$ cat src/rtl/gemm_c_tile_writeback.sv
// gemm_c_tile_writeback
// ---------------------------------------------------------------------------
// Takes packed M x N output tiles of 32-bit accumulators from the GEMM
// accelerator, buffers them in a small FIFO and streams them out one element
// per cycle, row-major within the tile, to a row-major C result memory.
//
// Optional feature macro: GEMM_WB_BOUNDS_CHECK_EN
//   defined   : elements outside M_size x N_size still take their cycle but
//               are issued with mem_we_o = 0 (edge tiles of ragged matrices).
//   undefined : every element is written; sizes must be tile multiples.
//
// Ports
//   clk_i, rst_ni          clock, asynchronous active-low reset
//   start_i                latch M_size_i / N_size_i and begin a job (IDLE only)
//   M_size_i, N_size_i     matrix dimensions in elements
//   tile_valid_i/_ready_o  tile handshake (ready never depends on valid)
//   tile_m_i, tile_n_i     tile row / column index
//   tile_last_i            marks the final tile of the job
//   tile_data_i            element (i,j) at bits [(i*N+j)*32 +: 32]
//   mem_addr_o/_wdata_o/_we_o  registered element write port
//   busy_o                 job in progress
//   done_o                 one-cycle pulse after the final write
// ---------------------------------------------------------------------------
module gemm_c_tile_writeback #(
  parameter int M             = 4,
  parameter int N             = 4,
  parameter int AddrWidth     = 10,
  parameter int SizeAddrWidth = 8,
  parameter int FifoDepth     = 2
) (
  input  logic                     clk_i,
  input  logic                     rst_ni,
  input  logic                     start_i,
  input  logic [SizeAddrWidth-1:0] M_size_i,
  input  logic [SizeAddrWidth-1:0] N_size_i,
  input  logic                     tile_valid_i,
  output logic                     tile_ready_o,
  input  logic [SizeAddrWidth-1:0] tile_m_i,
  input  logic [SizeAddrWidth-1:0] tile_n_i,
  input  logic                     tile_last_i,
  input  logic [32*M*N-1:0]        tile_data_i,
  output logic [AddrWidth-1:0]     mem_addr_o,
  output logic [31:0]              mem_wdata_o,
  output logic                     mem_we_o,
  output logic                     busy_o,
  output logic                     done_o
);

  localparam int TileW = 32 * M * N;
  localparam int RowW  = (M > 1) ? $clog2(M) : 1;
  localparam int ColW  = (N > 1) ? $clog2(N) : 1;
  localparam int PtrW  = (FifoDepth > 1) ? $clog2(FifoDepth) : 1;
  localparam int CntW  = $clog2(FifoDepth + 1);
  localparam int BitW  = $clog2(TileW);

  typedef enum logic [1:0] {
    ST_IDLE,
    ST_BUSY,
    ST_DONE
  } state_e;

  typedef struct packed {
    logic                     last;
    logic [SizeAddrWidth-1:0] tile_m;
    logic [SizeAddrWidth-1:0] tile_n;
    logic [TileW-1:0]         data;
  } entry_t;

  state_e                   state_q, state_d;
  logic [SizeAddrWidth-1:0] m_size_q, m_size_d;
  logic [SizeAddrWidth-1:0] n_size_q, n_size_d;
  logic                     last_accepted_q, last_accepted_d;
  logic                     final_issued_q, final_issued_d;
  entry_t                   fifo_q [FifoDepth];
  entry_t                   fifo_d [FifoDepth];
  logic [PtrW-1:0]          wr_ptr_q, wr_ptr_d;
  logic [PtrW-1:0]          rd_ptr_q, rd_ptr_d;
  logic [CntW-1:0]          count_q, count_d;
  logic [RowW-1:0]          row_q, row_d;
  logic [ColW-1:0]          col_q, col_d;
  logic [AddrWidth-1:0]     mem_addr_q, mem_addr_d;
  logic [31:0]              mem_wdata_q, mem_wdata_d;
  logic                     mem_we_q, mem_we_d;

  entry_t                   head;
  logic                     push;
  logic                     pop;
  logic                     in_range;
  logic [AddrWidth-1:0]     row_addr;
  logic [AddrWidth-1:0]     elem_addr;
  logic [BitW-1:0]          bit_off;

  assign tile_ready_o = (state_q == ST_BUSY) && (count_q < CntW'(FifoDepth)) && !last_accepted_q;
  assign busy_o       = (state_q == ST_BUSY);
  assign done_o       = (state_q == ST_DONE);
  assign push         = tile_valid_i && tile_ready_o;

  assign head = fifo_q[rd_ptr_q];

  // Address arithmetic is done directly in AddrWidth bits: truncating after
  // every multiply/add gives the same result as full precision then wrap.
  assign row_addr  = AddrWidth'(head.tile_m) * AddrWidth'(M) + AddrWidth'(row_q);
  assign elem_addr = row_addr * AddrWidth'(n_size_q)
                   + AddrWidth'(head.tile_n) * AddrWidth'(N) + AddrWidth'(col_q);
  assign bit_off   = BitW'(row_q) * BitW'(N * 32) + BitW'(col_q) * BitW'(32);

`ifdef GEMM_WB_BOUNDS_CHECK_EN
  // Range test needs true row/column indices, so it uses widths that cannot wrap.
  localparam int RowFullW = SizeAddrWidth + RowW + 1;
  localparam int ColFullW = SizeAddrWidth + ColW + 1;
  logic [RowFullW-1:0] row_full;
  logic [ColFullW-1:0] col_full;
  assign row_full = RowFullW'(head.tile_m) * RowFullW'(M) + RowFullW'(row_q);
  assign col_full = ColFullW'(head.tile_n) * ColFullW'(N) + ColFullW'(col_q);
  assign in_range = (row_full < RowFullW'(m_size_q)) && (col_full < ColFullW'(n_size_q));
`else
  // Without bounds checking the row count is only latched, never consulted.
  logic unused_m_size;
  assign unused_m_size = ^m_size_q;
  assign in_range      = 1'b1;
`endif

  // Next-state logic: job FSM, FIFO push/pop and the element drain walk.
  // The head tile is walked i-outer/j-inner; it pops on its final element so
  // the next tile's first element follows on the very next cycle.
  always_comb begin
    state_d         = state_q;
    m_size_d        = m_size_q;
    n_size_d        = n_size_q;
    last_accepted_d = last_accepted_q;
    final_issued_d  = 1'b0;
    fifo_d          = fifo_q;
    wr_ptr_d        = wr_ptr_q;
    rd_ptr_d        = rd_ptr_q;
    row_d           = row_q;
    col_d           = col_q;
    mem_addr_d      = mem_addr_q;
    mem_wdata_d     = mem_wdata_q;
    mem_we_d        = 1'b0;
    pop             = 1'b0;

    case (state_q)
      ST_IDLE: begin
        if (start_i) begin
          state_d         = ST_BUSY;
          m_size_d        = M_size_i;
          n_size_d        = N_size_i;
          last_accepted_d = 1'b0;
        end
      end
      // final_issued_q is one cycle late on purpose: the last write is
      // visible first, then DONE follows in the next cycle.
      ST_BUSY: begin
        if (final_issued_q) begin
          state_d = ST_DONE;
        end
      end
      ST_DONE: begin
        state_d = ST_IDLE;
      end
      default: begin
        state_d = ST_IDLE;
      end
    endcase

    if (count_q != '0) begin
      mem_we_d    = in_range;
      mem_addr_d  = elem_addr;
      mem_wdata_d = head.data[bit_off +: 32];
      if (col_q == ColW'(N - 1)) begin
        col_d = '0;
        if (row_q == RowW'(M - 1)) begin
          row_d          = '0;
          pop            = 1'b1;
          final_issued_d = head.last;
        end else begin
          row_d = row_q + RowW'(1);
        end
      end else begin
        col_d = col_q + ColW'(1);
      end
    end

    if (push) begin
      fifo_d[wr_ptr_q].last   = tile_last_i;
      fifo_d[wr_ptr_q].tile_m = tile_m_i;
      fifo_d[wr_ptr_q].tile_n = tile_n_i;
      fifo_d[wr_ptr_q].data   = tile_data_i;
      wr_ptr_d = (wr_ptr_q == PtrW'(FifoDepth - 1)) ? '0 : wr_ptr_q + PtrW'(1);
      if (tile_last_i) begin
        last_accepted_d = 1'b1;
      end
    end

    if (pop) begin
      rd_ptr_d = (rd_ptr_q == PtrW'(FifoDepth - 1)) ? '0 : rd_ptr_q + PtrW'(1);
    end

    count_d = count_q + CntW'(push) - CntW'(pop);
  end

  // State registers; reset flushes the FIFO and abandons any drain in flight.
  always_ff @(posedge clk_i or negedge rst_ni) begin
    if (!rst_ni) begin
      state_q         <= ST_IDLE;
      m_size_q        <= '0;
      n_size_q        <= '0;
      last_accepted_q <= 1'b0;
      final_issued_q  <= 1'b0;
      fifo_q          <= '{default: '0};
      wr_ptr_q        <= '0;
      rd_ptr_q        <= '0;
      count_q         <= '0;
      row_q           <= '0;
      col_q           <= '0;
      mem_addr_q      <= '0;
      mem_wdata_q     <= '0;
      mem_we_q        <= 1'b0;
    end else begin
      state_q         <= state_d;
      m_size_q        <= m_size_d;
      n_size_q        <= n_size_d;
      last_accepted_q <= last_accepted_d;
      final_issued_q  <= final_issued_d;
      fifo_q          <= fifo_d;
      wr_ptr_q        <= wr_ptr_d;
      rd_ptr_q        <= rd_ptr_d;
      count_q         <= count_d;
      row_q           <= row_d;
      col_q           <= col_d;
      mem_addr_q      <= mem_addr_d;
      mem_wdata_q     <= mem_wdata_d;
      mem_we_q        <= mem_we_d;
    end
  end

  assign mem_addr_o  = mem_addr_q;
  assign mem_wdata_o = mem_wdata_q;
  assign mem_we_o    = mem_we_q;

endmodule

$ cat config.mk
export PLATFORM = sky130hd
export DESIGN_NAME = gemm_c_tile_writeback
export DESIGN_NICKNAME = d
export VERILOG_FILES = /design/src/rtl/gemm_c_tile_writeback.sv
export SDC_FILE = /design/constraint.sdc
export NUM_CORES = 2
export LEC_CHECK = 0
export BUFFER_PORTS_ARGS = -buffer_cell sky130_fd_sc_hd__buf_2
export CORE_UTILIZATION = 45
export CTS_CLUSTER_DIAMETER = 150
export DETAILED_ROUTE_END_ITERATION = 12
export PLACE_DENSITY = 0.67
export SYNTH_ARGS = -nofsm -noshare
export SYNTH_HDL_FRONTEND = slang
export SYNTH_SLANG_ARGS = --single-unit
$ cat constraint.sdc
create_clock -name clk_i -period 4.85 [get_ports clk_i]
set_clock_uncertainty 0.05 [all_clocks]
set_input_delay 0 -clock clk_i [delete_from_list [all_inputs] [get_ports clk_i]]
set_output_delay 0 -clock clk_i [all_outputs]
set_load 0.01 [all_outputs]
==> summary by stage <==
Run status
The flow ran to the end, and the final reports show no timing, DRC or antenna violations.

Power
For this design the static power due to leakage is 30.19 nW. In this run the power spent charging and discharging nets is 16.43 mW. Sequential cells burn 34.6% of the power. Net switching is 34.24% of the power.

Combinational logic is responsible for 45.3% of the overall power. In this run the power density over the cells is 707.8 nW/um2. The worst voltage drop across the vdd grid is 0.8372 mV. The cell internal power dissipation is 31.55 mW. The clock network accounts for 20.1% of the total power.

Yosys
The synthesized net count is 3819. In this run, synthesis produced a sequential element count of 1121. Counting instances in the post-synthesis netlist gives the leading cell types as sky130_fd_sc_hd__dfrtp_1 (1121), sky130_fd_sc_hd__mux2_2 (1026), sky130_fd_sc_hd__mux4_2 (256), sky130_fd_sc_hd__mux2i_1 (135), sky130_fd_sc_hd__nand2_1 (123). The predominant post-synthesis flop cell is sky130_fd_sc_hd__dfrtp_1. Sequential cells were found to cover 54.85% of the synthesized design area. The biggest area contributor in the post-synthesis netlist is sky130_fd_sc_hd__dfrtp_1. The post-synthesis async set-or-reset flop share is 100.0%. The total standard cell area after synthesis is 51140 um2.

Counting distinct cell types in the post-synthesis netlist gives 34. In this run, synthesis inferred 0 flip-flops with an integrated enable. The share of the synthesized area in the top cell type is 54.85%. The dominant cell by count in the synthesized netlist is sky130_fd_sc_hd__dfrtp_1. Dividing the synthesized area by the synthesized cell count gives 15.91 um2. The cell count after synthesis is 3215. After synthesis, the cell types taking the most area are sky130_fd_sc_hd__dfrtp_1 (55%), sky130_fd_sc_hd__mux2_2 (23%), sky130_fd_sc_hd__mux4_2 (11%), sky130_fd_sc_hd__mux2i_1 (2.6%), sky130_fd_sc_hd__fa_1 (1.3%). For this run, the number of Yosys warnings is 0.

Worst hold path
The hold path depth is 3. The endpoint of the worst hold-timing path is fifo_q[967]. In this run the worst hold path is classified as in2reg.

The worst hold path begins at tile_data_i[438].

STA
The post-layout worst setup margin is 0.1613 ns. Dividing the final minimum period by the clock period gives 96.67%. Setup violations remaining at the end of the flow were counted as 0. Measured against its own limit, the worst slew margin works out to 25.74%. The peak clock frequency supported by timing is 213.3 MHz.

The summed negative setup slack over all endpoints is 0 ns. Setup repair after global routing left no endpoint under its margin. The time the final worst path needs with I/O delays and setup is 4.689 ns. The total count of max-transition violations in the final report came to 0. The final number of hold-violating endpoints is 0. The slew of the pin with the lowest slew margin is 1.114 ns.

CTS
After clock tree synthesis, the clock-pin slew on the worst setup and hold paths is 0.06 ns. The CTS buffer count is 118. The clock tree root driver cell is sky130_fd_sc_hd__clkbuf_16. The maximum clock path buffer count is 3.

Clock latency on the worst-skew pair, taken at its later pin, is 0.71 ns. The clock drives 1121 sinks. TritonCTS built the clock tree. The H-tree generated during clock tree synthesis spans 3 levels.

Critical path
STA classifies the critical path startpoint as a register. The critical register-to-register path endpoint is mem_addr_o[9]. At the worst endpoint, the arrival time is 5.26 ns.

The worst flop-to-flop path startpoint is rd_ptr_q. For flop-to-flop paths, the worst setup slack is 0.16 ns. The critical path class is reg2reg. The kind of end point of the critical path is a register.

The count of cells along the worst register-to-register path is 17. Along the worst path, the maximum fanout reaches 6. The critical path required time is 5.43 ns.

Die
The number of standard-cell rows in the floorplan is 123. The floorplan core area is 112700 um2. The die outline area is 115000 um2.

Measured along the x axis, the die boundary spans 339.1 um. 595 I/O pins were placed. The die is 339.1 um tall.

The initial cell density of the core is 45.40%.

Final layout
The relative area change from synthesis to final layout is 32.54%. The share of post-route cells with drive strength above 1 is 46.32%. After the last flow step, the layout net total stands at 5148. The total of fill cells in the finished design is 8553.

The final standard cell count with taps included and fillers excluded is 6189.

Place
The global placement routability congestion is 0.7937. The quantity of I/O buffers inserted on ports is 586. The cell total after placement is 5140. Detailed placement finished with a half-perimeter wire length of 92930 um. The worst slack at placement is 0.02170 ns.

Global route
Entering global routing, the biggest net connects 159 pins. The via count of the first global-routing pass is 36270. The wire length of the first global-routing pass is 223700 um. The number of antenna violations at the first check in global routing is 54. After global routing the overflow that remains totals 0. The overall track demand over capacity in global routing is 25.36%.

Drt
The number of remaining DRC errors is 0. The number of detailed-routing iterations run before antenna repair is 4. The final layout contains routed wiring with a total length of 144500 um. The routed via count divided by cell count is 5.352. The number of DRC markers after the initial detailed-route iteration is 1803. The routed length per instance is 23.35 um.

The number of nets with antenna violations after detailed routing is 0. The final route contains 33120 vias.

Flow run
The count of maximum capacitance violations is 0.
worst max path at each step:
stage               startpoint       endpoint  slack (ns)  cells after the start
finish                rd_ptr_q  mem_addr_o[9]        0.16                     17
global route          rd_ptr_q  mem_addr_o[9]        0.02                     17
CTS                   rd_ptr_q  mem_addr_o[9]        0.04                     16
detailed placement    rd_ptr_q  mem_addr_o[9]        0.02                     17
global placement      rd_ptr_q  mem_addr_o[9]        0.09                     17
floorplan             rd_ptr_q  mem_addr_o[9]        0.02                     21
logic make-up (layout without fill, tap and decap cells):
family,after synthesis,in the layout,synth area share (%)
flip-flops,1121,1121,54.85
AND/OR/NAND/NOR,194,194,1.654
AO/OA/AOI/OAI,86,86,1.204
XOR/XNOR,19,19,0.4061
adder cells (fa/ha/maj),55,55,1.815
buffers and inverters,273,1704,2.449
multiplexers,1467,1467,37.62
other,0,43,0
final cells by class:
type	instances	area [um2]	area share [%]
Sequential cell	1121	28060	41.40
Multi-Input combinational cell	1821	21900	32.31
Timing Repair Buffer	1430	11470	16.92
Clock buffer	173	3513	5.183
Tap cell	1500	1877	2.769
Clock inverter	49	659.4	0.9728
Inverter	52	195.2	0.2880
Antenna cell	43	107.6	0.1587
per-stage QoR:
stage	power [mW]	utilization, %	instance area (um2)	hold WS (ns)
3_5_place_dp	37.78	49.38	55630	0.06055
2_1_floorplan	31.43	-	51170	-0.3456
5_1_grt	50.96	60.16	67770	0.006707
3_3_place_gp	37.13	49.38	55630	0.04662
6_report	47.98	60.17	67780	0.03435
4_1_cts	48.13	60.02	67610	0.00002748
critical path: stages, from the launching register on:
cell and delay [ns]:
sky130_fd_sc_hd__dfrtp_4 0.49, sky130_fd_sc_hd__buf_4 0.19, sky130_fd_sc_hd__buf_4 0.18, sky130_fd_sc_hd__mux2_2 0.25
sky130_fd_sc_hd__nand2_1 0.07, sky130_fd_sc_hd__fa_1 0.52, sky130_fd_sc_hd__inv_1 0.05, sky130_fd_sc_hd__fa_1 0.48
sky130_fd_sc_hd__fa_1 0.55, sky130_fd_sc_hd__inv_1 0.05, sky130_fd_sc_hd__fa_1 0.48, sky130_fd_sc_hd__inv_1 0.04
sky130_fd_sc_hd__ha_1 0.28, sky130_fd_sc_hd__inv_1 0.09, sky130_fd_sc_hd__o21bai_1 0.09, sky130_fd_sc_hd__a21oi_2 0.19
sky130_fd_sc_hd__xnor3_1 0.40, sky130_fd_sc_hd__a21oi_1 0.15
state kept, by name, summed over array words and instances (netlist names):
| register | flops |
|---|---|
| last_accepted_q | 1 |
| fifo_q | 1058 |
| row_q | 2 |
| count_q | 2 |
| state_q | 2 |
| n_size_q | 8 |
| final_issued_q | 1 |
| mem_wdata_o | 32 |
| col_q | 2 |
| rd_ptr_q | 1 |
| mem_addr_o | 10 |
| mem_we_o | 1 |
| wr_ptr_q | 1 |
power groups by stage:
stage	clock network, mW	logic (mW)	registers, mW
finish	9.66	21.7	16.6
global route	10.2	23.6	17.1
CTS	9.84	21.8	16.5
detailed placement	0	21.1	16.6
global placement	0	20.7	16.5
floorplan	0	15.6	15.8
metal layers:
metal  vias to the layer above  track usage [%]  part of all wire (%)
met1                     17460            34.20                    43
met3                       259            5.086                   5.0
met5                         -                0                  0.14
li1                      14600                -                     -
met2                       764            41.72                    49
met4                        34            7.164                   2.7
placed cells by master, fill, tap and decap left out, drive strengths merged, types with 13 or more instances in the layout:
cell and n:
a22oi 64, and2 20, buf 653, bufinv 15
clkbuf 173, clkinv 31, dfrtp 1121, diode 43
dlygate4sd3 777, fa 32, ha 23, inv 53
mux2 1076, mux2i 135, mux4 256, nand2 124
nand3 35, xnor2 13
repair_timing:
item | CTS | global route
hold endpoints to repair | 1643 | 0
setup buffers | 0 | 6
hold buffers | 778 | 0
gates resized for setup | 1 | 2
endpoints found under the setup margin | 1 | 1
(Power assumes the default switching activity.)
